<file path="config.mk">
export PLATFORM = sky130hd
export DESIGN_NAME = pwm_duty_ramp_ctrl
export DESIGN_NICKNAME = d
export VERILOG_FILES = /design/src/rtl/pwm_duty_ramp_ctrl.sv
export SDC_FILE = /design/constraint.sdc
export NUM_CORES = 1
export LEC_CHECK = 0
export CAP_MARGIN = 10
export CORE_MARGIN = 2
export CORE_UTILIZATION = 50
export DETAILED_ROUTE_END_ITERATION = 6
export PLACE_DENSITY = 0.77
export SYNTH_ARGS = -nofsm -noshare
export SYNTH_HDL_FRONTEND = slang
export SYNTH_SLANG_ARGS = --single-unit
</file>
<file path="constraint.sdc">
create_clock -name Clock -period 2.3 [get_ports Clock]
set_input_delay 0.46 -clock Clock [delete_from_list [all_inputs] [get_ports Clock]]
set_output_delay 0.46 -clock Clock [all_outputs]
set_load 0.01 [all_outputs]
</file>
<file path="src/rtl/pwm_duty_ramp_ctrl.sv">
// Ramps the PWMGenerator duty word one LSB per StepPeriods PWM periods toward a handshaken target.
// Optional period watchdog enabled by defining PWM_RAMP_WDOG_EN.
module pwm_duty_ramp_ctrl #(
    parameter int Size           = 3,
    parameter int StepPeriods    = 4,
    parameter int ClockPeriod_ns = 20,
    parameter int PWMPeriod_ns   = 20_000
) (
    input  logic            Clock,
    input  logic            Reset,
    input  logic [Size-1:0] Target,
    input  logic            TargetValid,
    output logic            TargetReady,
    input  logic            Synch,
    output logic [Size-1:0] Data,
    output logic            Busy,
    output logic            Done,
    output logic            Fault
);

    typedef enum logic [1:0] {
        IDLE = 2'd0,
        RAMP = 2'd1,
        DONE = 2'd2
    } state_t;

    localparam int            CW       = $clog2(StepPeriods + 1);
    localparam logic [CW-1:0] CNT_LAST = CW'(StepPeriods - 1);

    if (StepPeriods < 1 || PWMPeriod_ns < ClockPeriod_ns) begin : g_param_check
        $error("pwm_duty_ramp_ctrl: illegal StepPeriods or PWM/clock period");
    end

`ifdef PWM_RAMP_WDOG_EN
    // A healthy generator marks a period well within two PWM periods.
    localparam int            WDOG_CYCLES = 2 * PWMPeriod_ns / ClockPeriod_ns;
    localparam int            WW          = $clog2(WDOG_CYCLES + 1);
    localparam logic [WW-1:0] WDOG_LIM    = WW'(WDOG_CYCLES);
    logic [WW-1:0] wdog_r;
    logic [WW-1:0] wdog_n_s;
`endif

    state_t          state_r;
    state_t          state_n_s;
    logic [Size-1:0] data_r;
    logic [Size-1:0] data_n_s;
    logic [Size-1:0] step_data_s;
    logic [Size-1:0] target_q_r;
    logic [Size-1:0] target_n_s;
    logic [CW-1:0]   period_cnt_r;
    logic [CW-1:0]   cnt_n_s;
    logic            synch_q_r;
    logic            synch_edge_s;
    logic            accept_s;
    logic            ready_r;
    logic            busy_r;
    logic            done_r;
    logic            fault_r;
    logic            fault_n_s;

    assign synch_edge_s = Synch & ~synch_q_r;
    assign accept_s     = TargetValid & ready_r;

    // Next-state, duty and period-counter logic.
    always_comb begin
        state_n_s  = state_r;
        data_n_s   = data_r;
        target_n_s = target_q_r;
        cnt_n_s    = period_cnt_r;
        fault_n_s  = fault_r;
`ifdef PWM_RAMP_WDOG_EN
        wdog_n_s   = wdog_r;
`endif
        if (data_r < target_q_r) begin
            step_data_s = data_r + Size'(1);
        end else begin
            step_data_s = data_r - Size'(1);
        end
        case (state_r)
            IDLE: begin
                cnt_n_s = {CW{1'b0}};
                if (accept_s) begin
                    target_n_s = Target;
                    if (Target == data_r) begin
                        state_n_s = DONE;
                    end else begin
                        state_n_s = RAMP;
`ifdef PWM_RAMP_WDOG_EN
                        wdog_n_s  = {WW{1'b0}};
`endif
                    end
                end else begin
                    state_n_s = IDLE;
                end
            end
            RAMP: begin
                if (synch_edge_s) begin
`ifdef PWM_RAMP_WDOG_EN
                    wdog_n_s = {WW{1'b0}};
`endif
                    if (period_cnt_r == CNT_LAST) begin
                        cnt_n_s  = {CW{1'b0}};
                        data_n_s = step_data_s;
                        if (step_data_s == target_q_r) begin
                            state_n_s = DONE;
                        end else begin
                            state_n_s = RAMP;
                        end
                    end else begin
                        cnt_n_s = period_cnt_r + CW'(1);
                    end
`ifdef PWM_RAMP_WDOG_EN
                end else if (wdog_r == WDOG_LIM) begin
                    // Lost Synch: freeze duty and refuse targets until Reset.
                    fault_n_s = 1'b1;
                    state_n_s = IDLE;
                    cnt_n_s   = {CW{1'b0}};
                end else begin
                    wdog_n_s = wdog_r + WW'(1);
                end
`else
                end else begin
                    cnt_n_s = period_cnt_r;
                end
`endif
            end
            DONE: begin
                state_n_s = IDLE;
            end
            default: begin
                state_n_s = IDLE;
            end
        endcase
    end

    // State and registered outputs; outputs reflect the state being entered.
    always_ff @(posedge Clock) begin
        if (Reset) begin
            state_r      <= IDLE;
            data_r       <= {Size{1'b0}};
            target_q_r   <= {Size{1'b0}};
            period_cnt_r <= {CW{1'b0}};
            synch_q_r    <= 1'b0;
            ready_r      <= 1'b1;
            busy_r       <= 1'b0;
            done_r       <= 1'b0;
            fault_r      <= 1'b0;
`ifdef PWM_RAMP_WDOG_EN
            wdog_r       <= {WW{1'b0}};
`endif
        end else begin
            state_r      <= state_n_s;
            data_r       <= data_n_s;
            target_q_r   <= target_n_s;
            period_cnt_r <= cnt_n_s;
            synch_q_r    <= Synch;
            ready_r      <= (state_n_s == IDLE) & ~fault_n_s;
            busy_r       <= (state_n_s == RAMP);
            done_r       <= (state_n_s == DONE);
            fault_r      <= fault_n_s;
`ifdef PWM_RAMP_WDOG_EN
            wdog_r       <= wdog_n_s;
`endif
        end
    end

    assign Data        = data_r;
    assign TargetReady = ready_r;
    assign Busy        = busy_r;
    assign Done        = done_r;
    assign Fault       = fault_r;

endmodule

</file>
==> reports/results.tsv, run 1 <==
metric	value	unit
syn_area_per_cell	9.68	um^2
multiInputGateArea	488	um^2
endpoint_kind_of_the_worst_setup_timing_path	flop	
worst_r2r_startpoint	target_q_r[2]	
layout-drive-gt1-share	22.8	%
grt_antenna_before_repair	0	
critical_path_arrival	2.36	ns
clock_power_share	27.8	%
switching_share	27.4	%
path_clk_slew	0.09	ns
grt_most_used_layer	met2	
synth.lib_cells_used.distinct	32	
status	finished clean	
cell_internal_pwr	0.401	mW
grt_pass1_wl	2730	um
fin_crit	2.19	ns
clock_latency	0.28	ns
via_count	638	
setup.reg_to_reg.worst_slack	0.11	ns
avgViaCountPerCell	5.45	
number_of_filler_instances_in_the_final_layout	121	
place_congestion	0.907	
coreArea	1510	um^2
slew_viol_final	0	
powerDensity	541	nW/um^2
drcViolationCount	0	
fmaxAchievable	457	MHz
rows	14	
final-seq-area	303	um^2
grt_setup_unrepaired	false	
synth.yosys.seq_area_share	37.4	%
drt_pre_antenna_iters	4	
pwr-share-comb	21.0	%
mostFrequentLayoutCells	13 x sky130_fd_sc_hd__dfxtp_1, 13 x sky130_fd_sc_hd__nor2_1, 12 x sky130_fd_sc_hd__clkdlybuf4s50_1	
dieHeight	44.1	um
gr-usage-met3	4.08	%
hold_path_class	flop to flop	
synthesized_netlist_net_count	95	
post_detailed_route_wirelength_per_cell	13.4	um
buffer_ports.inserted	12	
num_antenna_cells	0	
total_clock_buffers_created_by_cts	3	
horizontal_die_dimension	44.1	um
gr_util_met1	24.5	%
worstSetupEndpoint	Busy	
max_cap_viol_count	0	
rr_worst_depth	8	
timing.critical_path.required	2.47	ns
crit_path_start	target_q_r[2]	
postSynthRegisterBits	15	
numClockSinks	15	
area_growth_syn_to_layout	27.1	%
starting_density_of_the_core	53.3	%
cellLeakagePower	0.421	nW
ys_warn_count	0	
final-hold-violation-count	0	
total_switching_power	0.151	mW
worst_clock_skew	0.00141	ns
timing.final.crit_share	95.1	%
global_route.usage.met2	30.9	%
synthCells	83	
cts_tree	yes	
timing.setup.critical_path_class	flop to flop	
final-setup-viol-count	0	
grtUsageTotal	20.1	%
wl	1570	um
first_global_vias	651	
largest_net_degree_at_the_start_of_global_routing	11	
drtAntennaViolNets	0	
boundaryPins	14	
post-cts-setup-buffers	0	
worst_r2r_endpoint	Busy	
floorplan.die_area	1940	um^2
finalNetCount	114	
dpl.hpwl	1250	um
pwr-share-seq	51.2	%
startpoint_type_of_the_worst_setup_path	flop	
drt_first_iter_violations	8	
clock_tree.buffer_depth	2	
globalRoute.totalOverflow	0	
ir_worst_vdd	0.339	mV
cts_root_buf	sky130_fd_sc_hd__clkbuf_4	
cts_max_level	1	
fin_hold_ws	0.449	ns
worst-path-max-fanout	3	
finalSetupTns	0	ns
synth.cell_area	803	um^2
-- layer usage --
metal / part of all wire, % / up-vias
met2: 46 / 16
li1: - / 321
met3: 3.9 / 6
met1: 47 / 295
met4: 3.2 / 0
met5: 0 / -
-- cells in the mapped netlist --
cell type / number / area share [%]
sky130_fd_sc_hd__a2111oi_0: 1 / 1.1
sky130_fd_sc_hd__xnor2_1: 8 / 8.7
sky130_fd_sc_hd__nand3b_1: 2 / 1.9
sky130_fd_sc_hd__nor4_2: 1 / 1.6
sky130_fd_sc_hd__nand3_1: 1 / 0.62
sky130_fd_sc_hd__dfxtp_1: 15 / 37
sky130_fd_sc_hd__and3b_1: 1 / 1.1
sky130_fd_sc_hd__a31oi_1: 1 / 0.78
sky130_fd_sc_hd__and3_1: 2 / 1.6
sky130_fd_sc_hd__o21ai_2: 1 / 1.1
sky130_fd_sc_hd__a41o_2: 2 / 2.8
sky130_fd_sc_hd__o21ai_0: 2 / 1.2
sky130_fd_sc_hd__clkbuf_1: 1 / 0.47
sky130_fd_sc_hd__ha_1: 4 / 6.2
sky130_fd_sc_hd__fa_1: 1 / 2.5
sky130_fd_sc_hd__nor2b_1: 3 / 2.3
sky130_fd_sc_hd__conb_1: 1 / 0.47
sky130_fd_sc_hd__a211oi_1: 1 / 0.93
sky130_fd_sc_hd__buf_2: 1 / 0.62
sky130_fd_sc_hd__a32oi_1: 2 / 2.2
sky130_fd_sc_hd__a21oi_1: 3 / 1.9
sky130_fd_sc_hd__and2_1: 1 / 0.78
sky130_fd_sc_hd__nand4bb_1: 1 / 1.4
sky130_fd_sc_hd__nor2_1: 13 / 6.1
sky130_fd_sc_hd__mux2i_1: 3 / 3.7
sky130_fd_sc_hd__nor3b_4: 1 / 2.3
sky130_fd_sc_hd__inv_1: 5 / 2.3
sky130_fd_sc_hd__buf_4: 1 / 0.93
sky130_fd_sc_hd__mux2_4: 1 / 1.9
sky130_fd_sc_hd__a21boi_0: 1 / 0.93
sky130_fd_sc_hd__nor4_1: 1 / 0.78
sky130_fd_sc_hd__buf_6: 1 / 1.4
-- kinds of logic (layout without fill, tap and decap cells) --
group	count (synthesis)	after routing	share of synthesized area, %
simple gates	27	27	20.4
mux	4	4	5.61
other cells	1	1	0.467
compound gates	14	14	12.9
xor+xnor	8	8	8.72
buf+inv	9	27	5.76
fa+ha+maj	5	5	8.72
flops	15	15	37.4
-- worst min-delay path by stage --
stage,startpoint,depth (start not counted),slack (ns),to
4_1_cts,period_cnt_r[2],2,0.45,period_cnt_r[2]
2_1_floorplan,period_cnt_r[2],2,0.41,period_cnt_r[2]
3_3_place_gp,period_cnt_r[2],2,0.42,period_cnt_r[2]
3_5_place_dp,period_cnt_r[2],2,0.44,period_cnt_r[2]
5_1_grt,period_cnt_r[2],2,0.50,period_cnt_r[2]
6_report,period_cnt_r[2],2,0.45,period_cnt_r[2]
-- state kept, by name, indices dropped and copies added (netlist names) --
| signal | flops |
|---|---|
| Data | 3 |
| period_cnt_r | 3 |
| target_q_r | 3 |
| state_r | 2 |
| Busy | 1 |
| Done | 1 |
| TargetReady | 1 |
| synch_q_r | 1 |
-- critical path, cell delays in order, from the launching register on --
cell	delay, ns
sky130_fd_sc_hd__dfxtp_2	0.36
sky130_fd_sc_hd__inv_1	0.05
sky130_fd_sc_hd__ha_1	0.30
sky130_fd_sc_hd__a21oi_2	0.17
sky130_fd_sc_hd__and2_4	0.19
sky130_fd_sc_hd__fa_2	0.47
sky130_fd_sc_hd__xnor2_2	0.16
sky130_fd_sc_hd__nor4_2	0.27
sky130_fd_sc_hd__a21oi_1	0.11
-- layout make-up --
class | instances | share of cell area, %
multi-input cells | 59 | 47.8
repair buffers | 18 | 16.2
flip-flops and latches | 15 | 29.7
inverters | 5 | 1.84
clock buffers | 4 | 2.57
well taps | 16 | 1.96
-- power groups by stage --
stage	logic [mW]	registers [mW]	clock network, mW
2_1_floorplan	0.0665	0.288	0
3_3_place_gp	0.0991	0.287	0
3_5_place_dp	0.102	0.288	0
4_1_cts	0.102	0.282	0.157
5_1_grt	0.128	0.285	0.167
6_report	0.116	0.283	0.153
-- timing repair --
item	in CTS	in global routing
gates resized for setup	0	9
setup endpoints to repair	0	4
hold buffers	0	0
-- metrics by stage --
step                cells  setup WS (ns)  util, %  cell area (um^2)  power [mW]
detailed placement    113         0.0211     63.8               961       0.390
floorplan              83          0.111        -               803       0.354
finish                117          0.112     67.8              1020       0.552
global placement      113          0.125     63.8               961       0.386
global route          117         0.0168     67.8              1020       0.579
CTS                   117         0.0116     65.5               987       0.541
Note: power is estimated with default switching activity, not from simulation.
==> run 2, diff against run 1 <==
- HOLD_SLACK_MARGIN: unset -> 0.12
==> results of run 2 <==
Final layout, timing and power as in run 1 (identical DEF).
==> run 3, diff against run 2 <==
- HOLD_SLACK_MARGIN: 0.12 -> unset
==> results of run 3 <==
Final layout, timing and power as in run 1 (identical DEF).
